## src/rtl/shift_add_controller_if.sv

```systemverilog
// Handshake and strobe bundle between the shift-add controller, the system,
// the iteration counter and the multiplier datapath.
// master: controller side. slave: environment side (system, counter, datapath).
interface shift_add_controller_if #(
  parameter int CNT_W = 4
);
  logic             start;
  logic             ready;
  logic             done;
  logic             q0;
  logic             cnt_end;
  logic             cnt_load;
  logic             cnt_en;
  logic             cnt_up_down;
  logic [CNT_W-1:0] cnt_data;
  logic             ld_operands;
  logic             clr_acc;
  logic             acc_add;
  logic             shift_en;

  modport master (
    input  start, q0, cnt_end,
    output ready, done, cnt_load, cnt_en, cnt_up_down, cnt_data,
           ld_operands, clr_acc, acc_add, shift_en
  );

  modport slave (
    output start, q0, cnt_end,
    input  ready, done, cnt_load, cnt_en, cnt_up_down, cnt_data,
           ld_operands, clr_acc, acc_add, shift_en
  );
endinterface

```

## src/rtl/shift_add_controller.sv

```systemverilog
// Control FSM for the shift-add multiplier. Loads the external down-counter
// with WIDTH, then runs WIDTH test/(add)/shift iterations until the counter
// reports zero, and pulses done for one cycle.
// Optional macro FUSED_ADD_SHIFT_EN: drops the ADD state and issues the
// conditional add together with the shift (acc_add = q0 during SHIFT).
//
// state | meaning
// IDLE  | ready, waiting for start
// LOAD  | load counter and operands, clear accumulator
// TEST  | counter at zero -> finish, else choose add or shift on q0
// ADD   | accumulate multiplicand (non-fused build only)
// SHIFT | shift {acc,multiplier} right, decrement counter
// DONE  | one-cycle done pulse, product valid
module shift_add_controller #(
  parameter int WIDTH = 8,
  parameter int CNT_W = 4
) (
  input  logic                   clk,
  input  logic                   rst,
  shift_add_controller_if.master bus
);

  typedef enum logic [2:0] {
    IDLE  = 3'd0,
    LOAD  = 3'd1,
    TEST  = 3'd2,
`ifndef FUSED_ADD_SHIFT_EN
    ADD   = 3'd3,
`endif
    SHIFT = 3'd4,
    DONE  = 3'd5
  } state_t;

  state_t state_q, state_d;

  // Counter always counts down from the operand width.
  assign bus.cnt_up_down = 1'b0;
  assign bus.cnt_data    = CNT_W'(WIDTH);

  // State register; reset returns to IDLE at once, even mid-operation.
  always_ff @(posedge clk or posedge rst) begin
    if (rst) state_q <= IDLE;
    else     state_q <= state_d;
  end

  // Next-state logic and Moore strobe decode.
  always_comb begin
    state_d         = state_q;
    bus.ready       = 1'b0;
    bus.done        = 1'b0;
    bus.cnt_load    = 1'b0;
    bus.cnt_en      = 1'b0;
    bus.ld_operands = 1'b0;
    bus.clr_acc     = 1'b0;
    bus.acc_add     = 1'b0;
    bus.shift_en    = 1'b0;
    case (state_q)
      IDLE: begin
        bus.ready = 1'b1;
        if (bus.start) state_d = LOAD;
      end
      LOAD: begin
        bus.cnt_load    = 1'b1;
        bus.ld_operands = 1'b1;
        bus.clr_acc     = 1'b1;
        state_d         = TEST;
      end
      TEST: begin
        // Counter output is registered, so this sees the post-load or
        // post-decrement value: exactly WIDTH passes before cnt_end.
        if (bus.cnt_end) state_d = DONE;
`ifdef FUSED_ADD_SHIFT_EN
        else             state_d = SHIFT;
`else
        else if (bus.q0) state_d = ADD;
        else             state_d = SHIFT;
`endif
      end
`ifndef FUSED_ADD_SHIFT_EN
      ADD: begin
        bus.acc_add = 1'b1;
        state_d     = SHIFT;
      end
`endif
      SHIFT: begin
`ifdef FUSED_ADD_SHIFT_EN
        // Datapath adds before shifting on the same edge.
        bus.acc_add = bus.q0;
`endif
        bus.shift_en = 1'b1;
        bus.cnt_en   = 1'b1;
        state_d      = TEST;
      end
      DONE: begin
        bus.done = 1'b1;
        state_d  = IDLE;
      end
      default: state_d = IDLE;
    endcase
  end

endmodule

```

## src/flat_wrapper.sv

```systemverilog
// flat-port wrapper written by rule: the top's interface ports become plain ports
module shift_add_controller_flat 
#(
  parameter int WIDTH = 8,
  parameter int CNT_W = 4
)
  (clk, rst, bus_start, bus_q0, bus_cnt_end, bus_ready, bus_done, bus_cnt_load, bus_cnt_en, bus_cnt_up_down, bus_cnt_data, bus_ld_operands, bus_clr_acc, bus_acc_add, bus_shift_en);
  shift_add_controller_if #(.CNT_W(CNT_W)) bus_i ();
  input  logic clk;
  input  logic rst;
  input wire logic [$bits(bus_i.start)-1:0] bus_start;
  input wire logic [$bits(bus_i.q0)-1:0] bus_q0;
  input wire logic [$bits(bus_i.cnt_end)-1:0] bus_cnt_end;
  output wire logic [$bits(bus_i.ready)-1:0] bus_ready;
  output wire logic [$bits(bus_i.done)-1:0] bus_done;
  output wire logic [$bits(bus_i.cnt_load)-1:0] bus_cnt_load;
  output wire logic [$bits(bus_i.cnt_en)-1:0] bus_cnt_en;
  output wire logic [$bits(bus_i.cnt_up_down)-1:0] bus_cnt_up_down;
  output wire logic [$bits(bus_i.cnt_data)-1:0] bus_cnt_data;
  output wire logic [$bits(bus_i.ld_operands)-1:0] bus_ld_operands;
  output wire logic [$bits(bus_i.clr_acc)-1:0] bus_clr_acc;
  output wire logic [$bits(bus_i.acc_add)-1:0] bus_acc_add;
  output wire logic [$bits(bus_i.shift_en)-1:0] bus_shift_en;
  assign bus_i.start = bus_start;
  assign bus_i.q0 = bus_q0;
  assign bus_i.cnt_end = bus_cnt_end;
  assign bus_ready = bus_i.ready;
  assign bus_done = bus_i.done;
  assign bus_cnt_load = bus_i.cnt_load;
  assign bus_cnt_en = bus_i.cnt_en;
  assign bus_cnt_up_down = bus_i.cnt_up_down;
  assign bus_cnt_data = bus_i.cnt_data;
  assign bus_ld_operands = bus_i.ld_operands;
  assign bus_clr_acc = bus_i.clr_acc;
  assign bus_acc_add = bus_i.acc_add;
  assign bus_shift_en = bus_i.shift_en;
  shift_add_controller #(.WIDTH(WIDTH), .CNT_W(CNT_W)) u_core (.clk(clk), .rst(rst), .bus(bus_i));
endmodule
```

## config.mk

```make
export PLATFORM = sky130hd
export DESIGN_NAME = shift_add_controller_flat
export DESIGN_NICKNAME = d
export VERILOG_FILES = /design/src/rtl/shift_add_controller_if.sv /design/src/rtl/shift_add_controller.sv /design/src/flat_wrapper.sv
export SDC_FILE = /design/constraint.sdc
export NUM_CORES = 1
export LEC_CHECK = 0
export BUFFER_PORTS_ARGS = -buffer_cell sky130_fd_sc_hd__buf_2
export CAP_MARGIN = 20
export CORE_AREA = 10 10 47 49
export DETAILED_ROUTE_END_ITERATION = 12
export DIE_AREA = 0 0 57 59
export GPL_ROUTABILITY_DRIVEN = 0
export PLACE_DENSITY = 0.49
export SKIP_LAST_GASP = 1
export SYNTH_ARGS = -nofsm -noshare
export SYNTH_HDL_FRONTEND = slang
export SYNTH_SLANG_ARGS = --single-unit
```

## constraint.sdc

```tcl
create_clock -name clk -period 1.6 [get_ports clk]
set_input_delay 0.16 -clock clk [delete_from_list [all_inputs] [get_ports clk]]
set_output_delay 0.16 -clock clk [all_outputs]
set_load 0.005 [all_outputs]
```

==> metrics.yaml, run 1 <==
synth.top_cell.area_share_pct: 30.3
met3WireLength_um: 115
die_w_um: 57
period_minus_slack_ps: 1390
cts_max_level: 1
synth.distinct_cells: 14
hold_path_class: "input port to register"
regMostFlops: "u_core.state_q"
top_regs: "u_core.state_q (3)"
dpl-instance-area_sq_um: 279
gr-total-overflow: 0
cts_made_buffers: 3
post_drt_via_cell_ratio: 3.84
crit_path_max_fanout: 8
area.growth.synth_to_final_pct: 27.3
antenna_cells_inserted: 0
layout_worst_path_cycle_share_pct: 86.6
synth-main-ff-cell: "dfrtp_1"
crit_required_ps: 1440
ys_top_cells_by_count: "buf_4 (8), dfrtp_1 (3), nor3b_1 (3)"
die_h_um: 59
remaining_drc_errors: 0
power_density_mw_per_mm2: 1750
cap_violations: 0
outcome: "finished, final reports clean"
num_io_pins: 18
final_area_sq_um: 315
num_vias: 215
top_layer: "met4"
grt_pass1_vias: 220
start_util_pct: 17.7
synth-edff-count: 0
start_kind: "register"
seq_area_frac_synth_pct: 30.3
wire_per_inst_um: 10.2
rsz0062_at_grt: "no"
grt_pass1_wl_um: 869
clockBufferDepth: 2
cts_sinks: 3
root_buffer: "clkbuf_4"
synth_cells: 28
core_sq_mm: 0.00140
yosysWarnings: 0
ys_top_cells_by_area: "dfrtp_1 (30%), buf_4 (24%), nor3b_1 (9.1%)"
grt_usage_pct: 3.64
setup_viol: 0
critPathKind: "register to output pin"
cts_hold_buf: 1
fp.dieArea_sq_mm: 0.00336
ir_worst_vdd_v: 0.000409
clkLatencyLatePin_ps: 240
num-fill-cells: 167
syn_avg_cell_area_sq_um: 8.85
syn-cell-area_sq_um: 248
cellLeakagePower_uw: 0.000168
cp.arrival_ps: 1230
io_buffers: 12
max_freq_mhz: 722
row_count: 14
clkTransAtPathRegs_ps: 40
cts_tree: "done"
r2r_cells: 2
antenna_found_initial: 0
yosys.area.top_type: "dfrtp_1"
cts_resized: 0
cts_setup_buffers: 0
grt_max_degree: 10
dp_hpwl_um: 456
drt_pass1_iterations: 1
ys_ff_latch: 3
synthArstFlopShare_pct: 100
route.layer.met1.wl_um: 210
slew_viol_final: 0
hold_viol_final: 0
skew_ps: 0.835
drt_iter0_markers: 0
hold_depth: 3
endpoint_kind: "output pin"
routed_wl_um: 569
largest_reg_flops: 3
drt.antenna.violating_nets: 0
layout-drive-gt1-share_pct: 40.0
wl_met2_um: 225
final_nets: 46
yosysMostFrequentCell: "buf_4"
fin_setup_tns_ps: 0
power breakdown:
group          switching (uW)  internal, uW
Clock                    43.1          93.7
Sequential               78.8           114
Combinational            88.6           133
path summary, 6_finish.rpt:
kind | from | end | slack (ps)
max reg2reg | u_core.state_q[2] | u_core.state_q[1] | 560
min | bus_start | u_core.state_q[0] | 240
max | u_core.state_q[2] | bus_cnt_en | 210
min reg2reg | u_core.state_q[0] | u_core.state_q[0] | 580
max in group asynchronous | rst | u_core.state_q[0] | 1150
min in group asynchronous | rst | u_core.state_q[1] | 330
cell families after synthesis:
logic type | Yosys count | share of synthesized area [%]
AOI/OAI and AO/OA | 3 | 11.6
buffers and inverters | 9 | 25.8
DFF | 3 | 30.3
other | 2 | 3.03
and+or+nand+nor | 11 | 29.3
routing by layer:
| metal | vias up | track usage (%) |
|---|---|---|
| met4 | 0 | 5.03 |
| met1 | 91 | 2.88 |
| met2 | 17 | 4.03 |
| met3 | 2 | 4.08 |
| li1 | 105 | - |
| met5 | - | 0 |
area by class of cell:
class	instances	area, sq um	share of cell area (%)
sequential	3	75.1	23.8
tap	16	20.0	6.35
clock buffer	4	26.3	8.33
multi-input combinational	19	120	38.1
inverter	1	3.75	1.19
timing repair buffer	13	70.1	22.2
stage by stage:
stage | power, uW | util [%] | cells | hold slack [ps] | worst slack, ps
floorplan | 355 | - | 31 | -86.4 | 487
global placement | 418 | 19.9 | 51 | 26.8 | 473
detailed placement | 418 | 19.9 | 51 | 28.4 | 463
CTS | 562 | 22.5 | 56 | 242 | 204
global route | 607 | 22.5 | 56 | 267 | 93.7
finish | 551 | 22.5 | 56 | 244 | 215
cell usage in the layout, fill, tap and decap left out:
cell           instances
clkbuf_4               3
buf_2                 12
conb_1                 5
nor3_1                 1
o31a_1                 1
dfrtp_1                3
a2111oi_2              1
nor2_1                 2
nor4bb_1               1
dlygate4sd3_1          1
o21ai_0                1
and3b_1                1
inv_1                  1
nor3b_1                3
clkbuf_1               1
and2_1                 1
nor2b_1                2
critical path, cell delays in order, from the launching register on:
cell	delay [ps]
dfrtp_1	470
nor2b_1	230
nor2b_1	160
buf_2	130
No activity file was read; power rests on OpenSTA's default activity.
==> run 2, diff against run 1 <==
--- a/config.mk
+++ b/config.mk
@@ -5,12 +5,14 @@
 export SDC_FILE = /design/constraint.sdc
 export NUM_CORES = 1
 export LEC_CHECK = 0
+export ABC_AREA = 1
 export BUFFER_PORTS_ARGS = -buffer_cell sky130_fd_sc_hd__buf_2
 export CAP_MARGIN = 20
 export CORE_AREA = 10 10 47 49
 export DETAILED_ROUTE_END_ITERATION = 12
 export DIE_AREA = 0 0 57 59
 export GPL_ROUTABILITY_DRIVEN = 0
+export GPL_TIMING_DRIVEN = 0
 export PLACE_DENSITY = 0.49
 export SKIP_LAST_GASP = 1
 export SYNTH_ARGS = -nofsm -noshare
==> run 2 against run 1 <==
  * Register-to-register slack better by 180 ps
  * Count of clock-buffer cells in the layout unchanged
  * Critical path depth up 2
  * Flip-flop and latch count unchanged
  * Sequential power down 23%
  * Cell count up 32%
  * First-iteration DRC count unchanged
  * Routed wire length up 14%
  * Fmax up 3.9%
  * Power up 6.3%
  * Hold slack worse by 52 ps
  * Critical endpoint is now bus_ld_operands
==> metrics.yaml, run 2 <==
clkPwrFrac_pct: 23.5  # was 24.8%
hold_depth: 3  # unchanged
dp_worst_setup_slack_ps: 509  # was 463 ps
die_w_um: 57  # unchanged
row_count: 14  # unchanged
synth-edff-count: 0  # unchanged
top_regs: "u_core.state_q (3)"  # unchanged
crit_required_ps: 1440  # about the same
crit_path_max_fanout: 5  # was 8
grt_usage_pct: 3.91  # was 3.64%
fin_setup_tns_ps: 0  # unchanged
grt_max_degree: 7  # was 10
endpoint_kind: "output pin"  # unchanged
die_h_um: 59  # unchanged
cellLeakagePower_uw: 0.000248  # was 0.000168 uW
ys_top_cells_by_count: "buf_4 (8), inv_1 (8), nor2_1 (5)"  # was buf_4 (8), dfrtp_1 (3), nor3b_1 (3)
post_drt_via_cell_ratio: 3.38  # was 3.84
gr-total-overflow: 0  # unchanged
rr_startpoint: "u_core.state_q[1]"  # was u_core.state_q[2]
dpl-instance-area_sq_um: 339  # was 279 sq um
outcome: "finished, final reports clean"  # unchanged
sequentialPowerShare_pct: 25.5  # was 35.0%
yosysWarnings: 0  # unchanged
antenna_found_initial: 0  # unchanged
hold_end: "u_core.state_q[0]"  # unchanged
power_density_mw_per_mm2: 1560  # was 1750 mW/mm^2
regToRegSetupSlack_ps: 740  # was 560 ps
ir_worst_vdd_v: 0.000319  # was 0.000409 V
rsz0062_at_grt: "no"  # unchanged
internal_power_uw: 353  # was 341 uW
max_freq_mhz: 750  # was 722 MHz
syn_avg_cell_area_sq_um: 6.52  # was 8.85 sq um
io_buffers: 12  # unchanged
drt_pass1_iterations: 1  # unchanged
largest_reg_flops: 3  # unchanged
num_io_pins: 18  # unchanged
seq_area_frac_synth_pct: 30.3  # unchanged
synth.top_cell.area_share_pct: 30.3  # unchanged
period_minus_slack_ps: 1330  # was 1390 ps
start_util_pct: 17.7  # unchanged
ys_top_cells_by_area: "dfrtp_1 (30%), buf_4 (24%), inv_1 (12%)"  # was dfrtp_1 (30%), buf_4 (24%), nor3b_1 (9.1%)
synth-main-ff-cell: "dfrtp_1"  # unchanged
area.growth.synth_to_final_pct: 51.5  # was 27.3%
start_kind: "register"  # unchanged
antenna_cells_inserted: 0  # unchanged
yosys.area.top_type: "dfrtp_1"  # unchanged
final_area_sq_um: 375  # was 315 sq um
grt_pass1_vias: 269  # was 220
synthArstFlopShare_pct: 100  # unchanged
drt_iter0_markers: 0  # unchanged
synth.distinct_cells: 11  # was 14
worstReg2RegEnd: "u_core.state_q[1]"  # unchanged
hold_viol_final: 0  # unchanged
wire_per_inst_um: 8.76  # was 10.2 um
root_buffer: "clkbuf_4"  # unchanged
cp.arrival_ps: 1170  # was 1230 ps
swShare_pct: 39.8  # was 38.2%
cts_max_level: 1  # unchanged
final_nets: 64  # was 46
drt.antenna.violating_nets: 0  # unchanged
final_cell_mix: "buf_2 (12), inv_1 (8), buf_4 (8)"  # was buf_2 (12), conb_1 (5), nor3b_1 (3), clkbuf_4 (3), dfrtp_1 (3)
critPathKind: "register to output pin"  # unchanged
cts_tree: "done"  # unchanged
synth_cells: 38  # was 28
ys_ff_latch: 3  # unchanged
hold_path_class: "input port to register"  # unchanged
r2r_cells: 5  # was 2
final_common_cell: "buf_2"  # unchanged
fin_util_pct: 26.8  # was 22.5%
clockBufferDepth: 2  # unchanged
p_sw_uw: 233  # was 210 uW
slew_viol_final: 0  # unchanged
remaining_drc_errors: 0  # unchanged
setup_viol: 0  # unchanged
dpl.cell_count: 69  # was 51
finalNonFillerCells: 74  # was 56
layout-drive-gt1-share_pct: 41.4  # was 40.0%
layout_worst_path_cycle_share_pct: 83.3  # was 86.6%
min_from: "bus_start"  # unchanged
cap_violations: 0  # unchanged
fp.dieArea_sq_mm: 0.00336  # unchanged
finalWorstSetupSlack_ps: 267  # was 215 ps
grt_pass1_wl_mm: 1.01  # was 869 um
core_sq_mm: 0.00140  # unchanged
cts_sinks: 3  # unchanged
regMostFlops: "u_core.state_q"  # unchanged
cts_made_buffers: 3  # unchanged
clkLatencyLatePin_ps: 240  # about the same
clkTransAtPathRegs_ps: 40  # about the same
p_comb_share_pct: 51.0  # was 40.2%
syn-cell-area_sq_um: 248  # unchanged
dp_hpwl_um: 538  # was 456 um
num_vias: 250  # was 215
skew_ps: 2.52  # was 0.835 ps
routed_wl_um: 648  # was 569 um
[run 2: cell types whose count changed in the layout (fill, tap and decap cells not counted), moves of 2 or more]
cell / delta
buf_4: +8
inv_1: +7
nand2_1: +4
nand3_1: +3
nor2_1: +3
nor3b_1: -3
nor2b_1: -2
[run 2: cell families (layout without fill, tap and decap cells)]
family	Yosys count	in the layout	synth area share [%]
DFF	3	3	30.3
buffers and inverters	16	33	36.4
AOI/OAI and AO/OA	2	2	4.04
and+or+nand+nor	15	15	26.3
other	2	5	3.03
[run 2: layout make-up]
cell class	count	area, sq um
tap	16	20.0
buffer	8	60.1
multi-input combinational	22	93.8
inverter	8	30.0
timing repair buffer	13	70.1
sequential	3	75.1
clock buffer	4	26.3
fill	173	1030
[run 2: how the worst max path moves through the flow]
stage,depth (start not counted),from,slack (ps),end
6_report,5,u_core.state_q[2],270,bus_ld_operands
5_1_grt,5,u_core.state_q[1],180,bus_shift_en
4_1_cts,5,u_core.state_q[2],250,bus_ld_operands
3_5_place_dp,5,u_core.state_q[2],510,bus_ld_operands
3_3_place_gp,5,u_core.state_q[2],530,bus_cnt_load
2_1_floorplan,4,u_core.state_q[2],650,bus_cnt_load
[run 2: per-layer routing]
metal	GRT usage, %	share of wire [%]
met5	0	0
met4	5.03	2.2
met3	2.15	14
met2	4.65	39
met1	4.22	45
[run 2: power by group through the flow]
stage	clock network (uW)	logic (uW)	registers, uW
floorplan	0	197	141
global placement	0	298	150
detailed placement	0	304	150
CTS	144	306	149
global route	147	344	157
finish	138	299	149
[run 2: through the flow]
step / hold WS, ps / power [uW]
CTS: 185 / 599
floorplan: -86.4 / 338
detailed placement: 27.8 / 453
finish: 191 / 586
global route: 206 / 648
global placement: 26.7 / 448
[run 2: worst max-delay path, cell delays in order (launching register included)]
cell and delay, ps:
dfrtp_1 380, inv_1 150, nand3_1 110, inv_1 100
buf_4 100, buf_2 100
[run 2: repair_timing]
action,in CTS,in global routing
buffers inserted,0,0
endpoints found under the setup margin,0,0
hold buffers,1,0
gates resized for setup,0,0
hold endpoints to repair,3,0
